==> src/rtl/dht11_poll_scheduler.sv <==
// DHT11 read scheduler: paces sensor transactions, retries failed reads a bounded number
// of times, and holds the last good humidity/temperature with stale/fault indications.
module dht11_poll_scheduler #(
   parameter int unsigned POWERUP_MS     = 1000,
   parameter int unsigned POLL_PERIOD_MS = 2000,
   parameter int unsigned MIN_GAP_MS     = 1000,
   parameter int unsigned RETRY_DELAY_MS = 1100,
   parameter int unsigned RESP_WINDOW_MS = 30,
   parameter int unsigned MAX_RETRY      = 3
) (
   input  logic       iClk,
   input  logic       iRst,
   input  logic       iTickUs,
   input  logic       iEnable,
   input  logic       iTrigger,
   input  logic       iDone,
   input  logic       iFail,
   input  logic [7:0] iHumInt,
   input  logic [7:0] iTempInt,
   output logic       oStart,
   output logic       oBusy,
   output logic [7:0] oHum,
   output logic [7:0] oTemp,
   output logic       oSampleValid,
   output logic       oStale,
   output logic       oFault,
   output logic [7:0] oErrCnt
);
   localparam logic [15:0] PowerupMs    = 16'(POWERUP_MS);
   localparam logic [15:0] PollPeriodMs = 16'(POLL_PERIOD_MS);
   localparam logic [15:0] MinGapMs     = 16'(MIN_GAP_MS);
   localparam logic [15:0] RetryDelayMs = 16'(RETRY_DELAY_MS);
   localparam logic [15:0] RespWindowMs = 16'(RESP_WINDOW_MS);
   localparam logic [7:0]  MaxRetry     = 8'(MAX_RETRY);

   typedef enum logic [1:0] {IDLE, WAIT_GAP, ISSUE, BUSY} stateT;

   stateT       state;
   logic [9:0]  usCnt;
   logic [15:0] msCnt;
   logic [15:0] targetMs;
   logic        targetIsPowerup;
   logic        issued;
   logic        pending;
   logic [7:0]  retryCnt;
   logic        gapReached;
   logic        watchdogHit;

   // A pending manual trigger may shorten any gap except the power-up settle time.
   assign gapReached  = (msCnt >= targetMs) ||
                        (pending && !targetIsPowerup && (msCnt >= MinGapMs));
   assign watchdogHit = (msCnt >= RespWindowMs);

   always_ff @(posedge iClk) begin
      if (iRst) begin
         state           <= IDLE;
         usCnt           <= '0;
         msCnt           <= '0;
         targetMs        <= PowerupMs;
         targetIsPowerup <= 1'b1;
         issued          <= 1'b0;
         pending         <= 1'b0;
         retryCnt        <= '0;
         oStart          <= 1'b0;
         oBusy           <= 1'b0;
         oHum            <= '0;
         oTemp           <= '0;
         oSampleValid    <= 1'b0;
         oStale          <= 1'b1;
         oFault          <= 1'b0;
         oErrCnt         <= '0;
      end else begin
         oStart       <= 1'b0;
         oSampleValid <= 1'b0;

         if (iTickUs) begin
            if (usCnt == 10'd999) begin
               usCnt <= '0;
               if (msCnt != 16'hFFFF) msCnt <= msCnt + 16'd1;
            end else begin
               usCnt <= usCnt + 10'd1;
            end
         end

         if (iTrigger && state != ISSUE) pending <= 1'b1;

         // Every transition below clears the time base, so gaps are measured from entry.
         case (state)
            IDLE: begin
               usCnt <= '0;
               msCnt <= '0;
               if (iEnable) begin
                  state           <= WAIT_GAP;
                  targetMs        <= issued ? PollPeriodMs : PowerupMs;
                  targetIsPowerup <= !issued;
               end
            end
            WAIT_GAP: begin
               if (!iEnable) begin
                  state <= IDLE;
                  usCnt <= '0;
                  msCnt <= '0;
               end else if (gapReached) begin
                  state  <= ISSUE;
                  oStart <= 1'b1;
                  usCnt  <= '0;
                  msCnt  <= '0;
               end
            end
            ISSUE: begin
               state   <= BUSY;
               oBusy   <= 1'b1;
               pending <= 1'b0;
               issued  <= 1'b1;
               usCnt   <= '0;
               msCnt   <= '0;
            end
            BUSY: begin
               if (iDone || iFail || watchdogHit) begin
                  state           <= iEnable ? WAIT_GAP : IDLE;
                  oBusy           <= 1'b0;
                  targetIsPowerup <= 1'b0;
                  usCnt           <= '0;
                  msCnt           <= '0;
                  if (iDone) begin
                     oHum         <= iHumInt;
                     oTemp        <= iTempInt;
                     oSampleValid <= 1'b1;
                     oStale       <= 1'b0;
                     oFault       <= 1'b0;
                     retryCnt     <= '0;
                     targetMs     <= PollPeriodMs;
                  end else begin
                     if (oErrCnt != 8'hFF) oErrCnt <= oErrCnt + 8'd1;
                     if (retryCnt < MaxRetry) begin
                        retryCnt <= retryCnt + 8'd1;
                        targetMs <= RetryDelayMs;
                     end else begin
                        oFault   <= 1'b1;
                        oStale   <= 1'b1;
                        retryCnt <= '0;
                        targetMs <= PollPeriodMs;
                     end
                  end
               end
            end
            default: state <= IDLE;
         endcase
      end
   end
endmodule

==> config.mk <==
export PLATFORM = sky130hd
export DESIGN_NAME = dht11_poll_scheduler
export DESIGN_NICKNAME = d
export VERILOG_FILES = /design/src/rtl/dht11_poll_scheduler.sv
export SDC_FILE = /design/constraint.sdc
export NUM_CORES = 1
export LEC_CHECK = 0
export CORE_MARGIN = 2
export CORE_UTILIZATION = 35
export DETAILED_ROUTE_END_ITERATION = 7
export PLACE_DENSITY = 0.52
export SLEW_MARGIN = 20
export SYNTH_ARGS = -nofsm -noshare
export SYNTH_HDL_FRONTEND = slang
export SYNTH_SLANG_ARGS = --single-unit
==> constraint.sdc <==
create_clock -name iClk -period 2.7 [get_ports iClk]
set_input_delay 0.54 -clock iClk [delete_from_list [all_inputs] [get_ports iClk]]
set_output_delay 0.54 -clock iClk [all_outputs]
set_load 0.005 [all_outputs]
* After elaboration in Yosys (flattened, before gate mapping) *
Cells that the tools add are included.
W data, S select, Z words.

word-level totals
  bits in registers = 84
  bits in latches = 0
  memory bits (writable) = 0
  ROM bits = 0
  bits of input ports = 23
  output and inout port bits = 29
  logic and storage cells = 97
  memories = 0

operators by class
  $add $sub $neg = 4
  multipliers = 0
  div/mod/pow operators = 0
  order comparisons = 4
  eq/ne operators = 11
  shifts and indexed selects = 0
  mux-type cells = 35
  bitwise logic cells = 5
  reduce and logical (&&, ||, !) cells = 22

operator list
  kind                     number
  $mux W16                 8
  $mux W10                 7
  $pmux W16 S3             1
  $pmux W16 S2             1
  $pmux W10 S3             1
  $add A16 B1 Y16 const B  1
  $add A8 B1 Y8 const B    2
  $ge A16 B10 Y1 const B   1
  $ge A16 B16 Y1           1
  $ge A16 B5 Y1 const B    1
  $mux W8                  2
  $ne A16 B16 Y1 const B   1
  $reduce_and A3 Y1        4
  $mux W11                 1
  $add A10 B1 Y10 const B  1
  $eq A10 B10 Y1 const B   1
  $lt A8 B2 Y1 const B     1
  $mux W2                  4
  $ne A2 B2 Y1 const B     4
  $ne A8 B8 Y1 const B     1
  $pmux W2 S4              1
  $mux W1                  7
  $reduce_or A3 Y1         2
  $not A1 Y1               5
  12 further kinds         22

* Depth between registers and ports, before layout *
  depth after elaboration = 7
  depth in mapped cells = 8
  gate-level depth less buffers = 7

* Worst setup path after synthesis *
Ideal clock, no wire load.

  path kind = flip-flop to flip-flop
  start = register msCnt[15]
  end = register targetMs[9]
  library setup time = 0.114 ns
  arrival = 2.102 ns
  required time = 2.586 ns
  slack = 0.484 ns
  cell stages (with the launch flop) = 7
  path buffers = 1
  path through = dfxtp_1 > or4_1 > or4_1 > buf_6 > o21a_4 > or3_1 > a21o_1

between the ends
  word-level cells in the longest chain between the ends = 4

RTL lines
  element                      RTL line  RTL
  from (decl)                  40        logic [15:0] msCnt;
  from (signal assigned)       79        if (msCnt != 16'hFFFF) msCnt <= msCnt + 16'd1;
  $ge A16 B5 Y1                52        assign watchdogHit = (msCnt >= RespWindowMs);
  $logic_or A1 B1 Y1           119       if (iDone || iFail || watchdogHit) begin
  $ne A2 B2 Y1 (no line)       -
  $reduce_and A3 Y1 (no line)  -
  to (signal assigned)         59        targetMs <= PowerupMs;
  to (signal assigned)         132       targetMs <= PollPeriodMs;
  to (signal assigned)         137       targetMs <= RetryDelayMs;
  to (decl)                    41        logic [15:0] targetMs;

No other way between the ends.
A chain may end at the register's enable or synchronous reset.

* Final worst setup path *
Ends and elaborated chain as after synthesis.

==> impl_metrics.toml <==
[min_path]
worstHoldPathType = "reg2reg"

[cts]
cts_setup_buffers = 0
cts_root_buffer = "clkbuf_8"
cts.repair.resized = 0
cts.path.max_buffers = 2
clock_latency_ns = 0.35
cts_made_buffers = 9
cts_hold_buf = 0
tritoncts = "done"
clkTransAtPathRegs_ns = 0.08
cts-htree-levels = 3
cts.sink_count = 73

[synthesis]
yosysWarnings = 0
synth_area_um2 = 3180
syn-mean-instance-area_um2 = 8.61
ys_types = 47
synth_ff_type = "dfxtp_1"
async_flop_share_pct = 0
synth_top_area_share_pct = 46.0
synth_top_area_cell = "dfxtp_1"
synthTopCellsByArea = "dfxtp_1 (46%), nand2_1 (5.9%), ha_1 (5.1%)"
synth_edf_count = 0
synth_cells = 369
yosysSeqAreaShare_pct = 46.0
ys_ff_latch = 73

[floorplanning]
num_io_pins = 52
die_area_um2 = 9850
fp.coreArea_um2 = 8760
die_x_um = 99.3
start_util_pct = 36.3
rows = 34
die_height_um = 99.3

[cells_and_area]
layout_commonest_cell = "dfxtp_1"
drive_gt1_share_pct = 6.44
antennaDiodeCount = 0
area_delta_synth_final_pct = 28.0
final.fill_count = 871
final_cell_mix = "dfxtp_1 (73), clkdlybuf4s50_1 (51), nand2_1 (50), nor2_1 (32), a21oi_1 (31)"
postLayoutCoreUtil_pct = 46.4
nets = 466

[grt]
grt_pass1_wl_um = 12700
grtUsageTotal_pct = 16.1
grt_max_degree = 36
grt_overflow = 0
antenna_found_initial = 0
grt_pass1_vias = 2623

[pwr]
powerDensity_nw_per_um2 = 527
power_frac_seq_pct = 51.5
power_w = 0.00214
p_leak_nw = 1.42
p_comb_share_pct = 5.0
ir_drop_mv = 0.239
p_int_w = 0.00168
p_sw_w = 0.000463
p_clk_share_pct = 43.4
sw_frac_of_total_pct = 21.6

[worst_setup_path]
worst_ep_required_time_ns = 2.95
crit_chain = "or4_1 -> or4_1 -> o21a_4 -> or3_1 -> a21o_1"
path_class = "reg2reg"
worst_path_most_repeated_cell = "or4_1"
worst-path-max-fanout = 8
slowest_delay_ns = 0.60
start_kind = "flop"
crit_buf_inv = 0
slowest_stage = "or4_1"
cp.arrival_ns = 2.65
r2r_setup_slack_ns = 0.30
crit_path_end_kind = "flop"
crit_family = "simple AND/OR/NAND/NOR gates"

[sta]
fin_hold_ws_ns = 0.456
tns_ns = 0
finalCritPeriodShare_pct = 88.9
fin_crit_ns = 2.40
tightest_slew_ns = 0.702
fin_worst_skew_ns = 0.00913
rsz0062_at_grt = "no"
final-setup-viol-count = 0
final_hold_viol_count = 0
report.final.slew_viol_count = 0
worst_slack_ns = 0.300
max_freq_mhz = 417
slew_headroom_pct = 53.0

[drt]
drc = 0
dr.pass1.iters = 4
routed_via_density = 5.08
wirelength_um = 7480
met3WireLength_um = 178
wl_met2_um = 3460
route.vias.total = 2761
drtAntennaViolNets = 0
top_layer_used = "met4"
routedWlPerCell_um = 13.8
drt-met1-wl_um = 3750
drtIter0Drc = 78

[place]
pre_cts_slack_ns = 0.154
dp_hpwl_um = 5370
place.gp.congestion = 0.800
io_buffers = 51

[run]
maxCapViolCount = 0

[outcome]
run_status = "finished clean"
Yosys cell counts, types with 7 or more instances:
cell type / number
ha_1: 13
nand4_1: 9
a21oi_1: 31
nand3_1: 15
and3_1: 7
dfxtp_1: 73
clkbuf_1: 9
nor3_1: 17
nor2_1: 32
o21ai_0: 13
nand2_1: 50
xor2_1: 8
inv_1: 14
xnor2_1: 9
power groups by stage:
stage          clock network, W  logic [W]  registers (W)
6_report               0.000930   0.000108        0.00110
5_1_grt                 0.00101   0.000121        0.00111
3_5_place_dp                  0   0.000109        0.00113
3_3_place_gp                  0   0.000107        0.00113
4_1_cts                0.000969   0.000109        0.00110
2_1_floorplan                 0  0.0000547        0.00112
per-stage QoR:
step | instance area (um2) | instances
3_5_place_dp | 3840 | 527
2_1_floorplan | 3190 | 372
5_1_grt | 4070 | 543
3_3_place_gp | 3840 | 527
6_report | 4070 | 543
4_1_cts | 4070 | 543
logic make-up (layout without fill, tap and decap cells):
| logic type | Yosys count | in the layout | synth area share, % |
|---|---|---|---|
| other | 1 | 4 | 0.118 |
| muxes | 3 | 3 | 0.945 |
| xor gates and xnor gates | 17 | 17 | 4.69 |
| AOI/OAI and AO/OA | 75 | 75 | 15.2 |
| and+or+nand+nor | 161 | 161 | 24.6 |
| buffers and inverters | 26 | 89 | 3.35 |
| adders and majority gates | 13 | 13 | 5.12 |
| DFF | 73 | 73 | 46.0 |
state kept, by name, summed over array words and instances (netlist names), 6 cells and up, named ones only:
register	flops
msCnt	16
usCnt	10
oTemp	8
retryCnt	8
oHum	8
targetMs	6
oErrCnt	8
layout make-up:
class | instances | area [um2] | share of cell area, %
sequential | 73 | 1460 | 35.9
multi-input combinational | 273 | 1620 | 39.9
clock buffer | 13 | 179 | 4.40
tap | 108 | 135 | 3.32
clock inverter | 3 | 46.3 | 1.14
inverter | 14 | 52.6 | 1.29
timing repair buffer | 59 | 571 | 14.0
metal layers:
layer	vias to the layer above	track usage (%)
met5	-	0
met4	0	6.32
met3	6	3.44
met2	32	25.6
met1	1298	21.4
li1	1425	-
tightest hold or removal path: cells and delay by family, from the launching register on:
family	cells	cell delay, ns
AOI/OAI and AO/OA	1	0.05
DFF	1	0.31
and+or+nand+nor	1	0.05
path summary, 6_finish.rpt:
kind | depth (start not counted) | startpoint | endpoint
worst max-delay path | 5 | msCnt[15] | targetMs[9]
worst min-delay path | 2 | oTemp[7] | oTemp[7]
worst max register to register | 5 | msCnt[15] | targetMs[9]
worst min register to register | 2 | oTemp[7] | oTemp[7]
(Power assumes the default switching activity.)
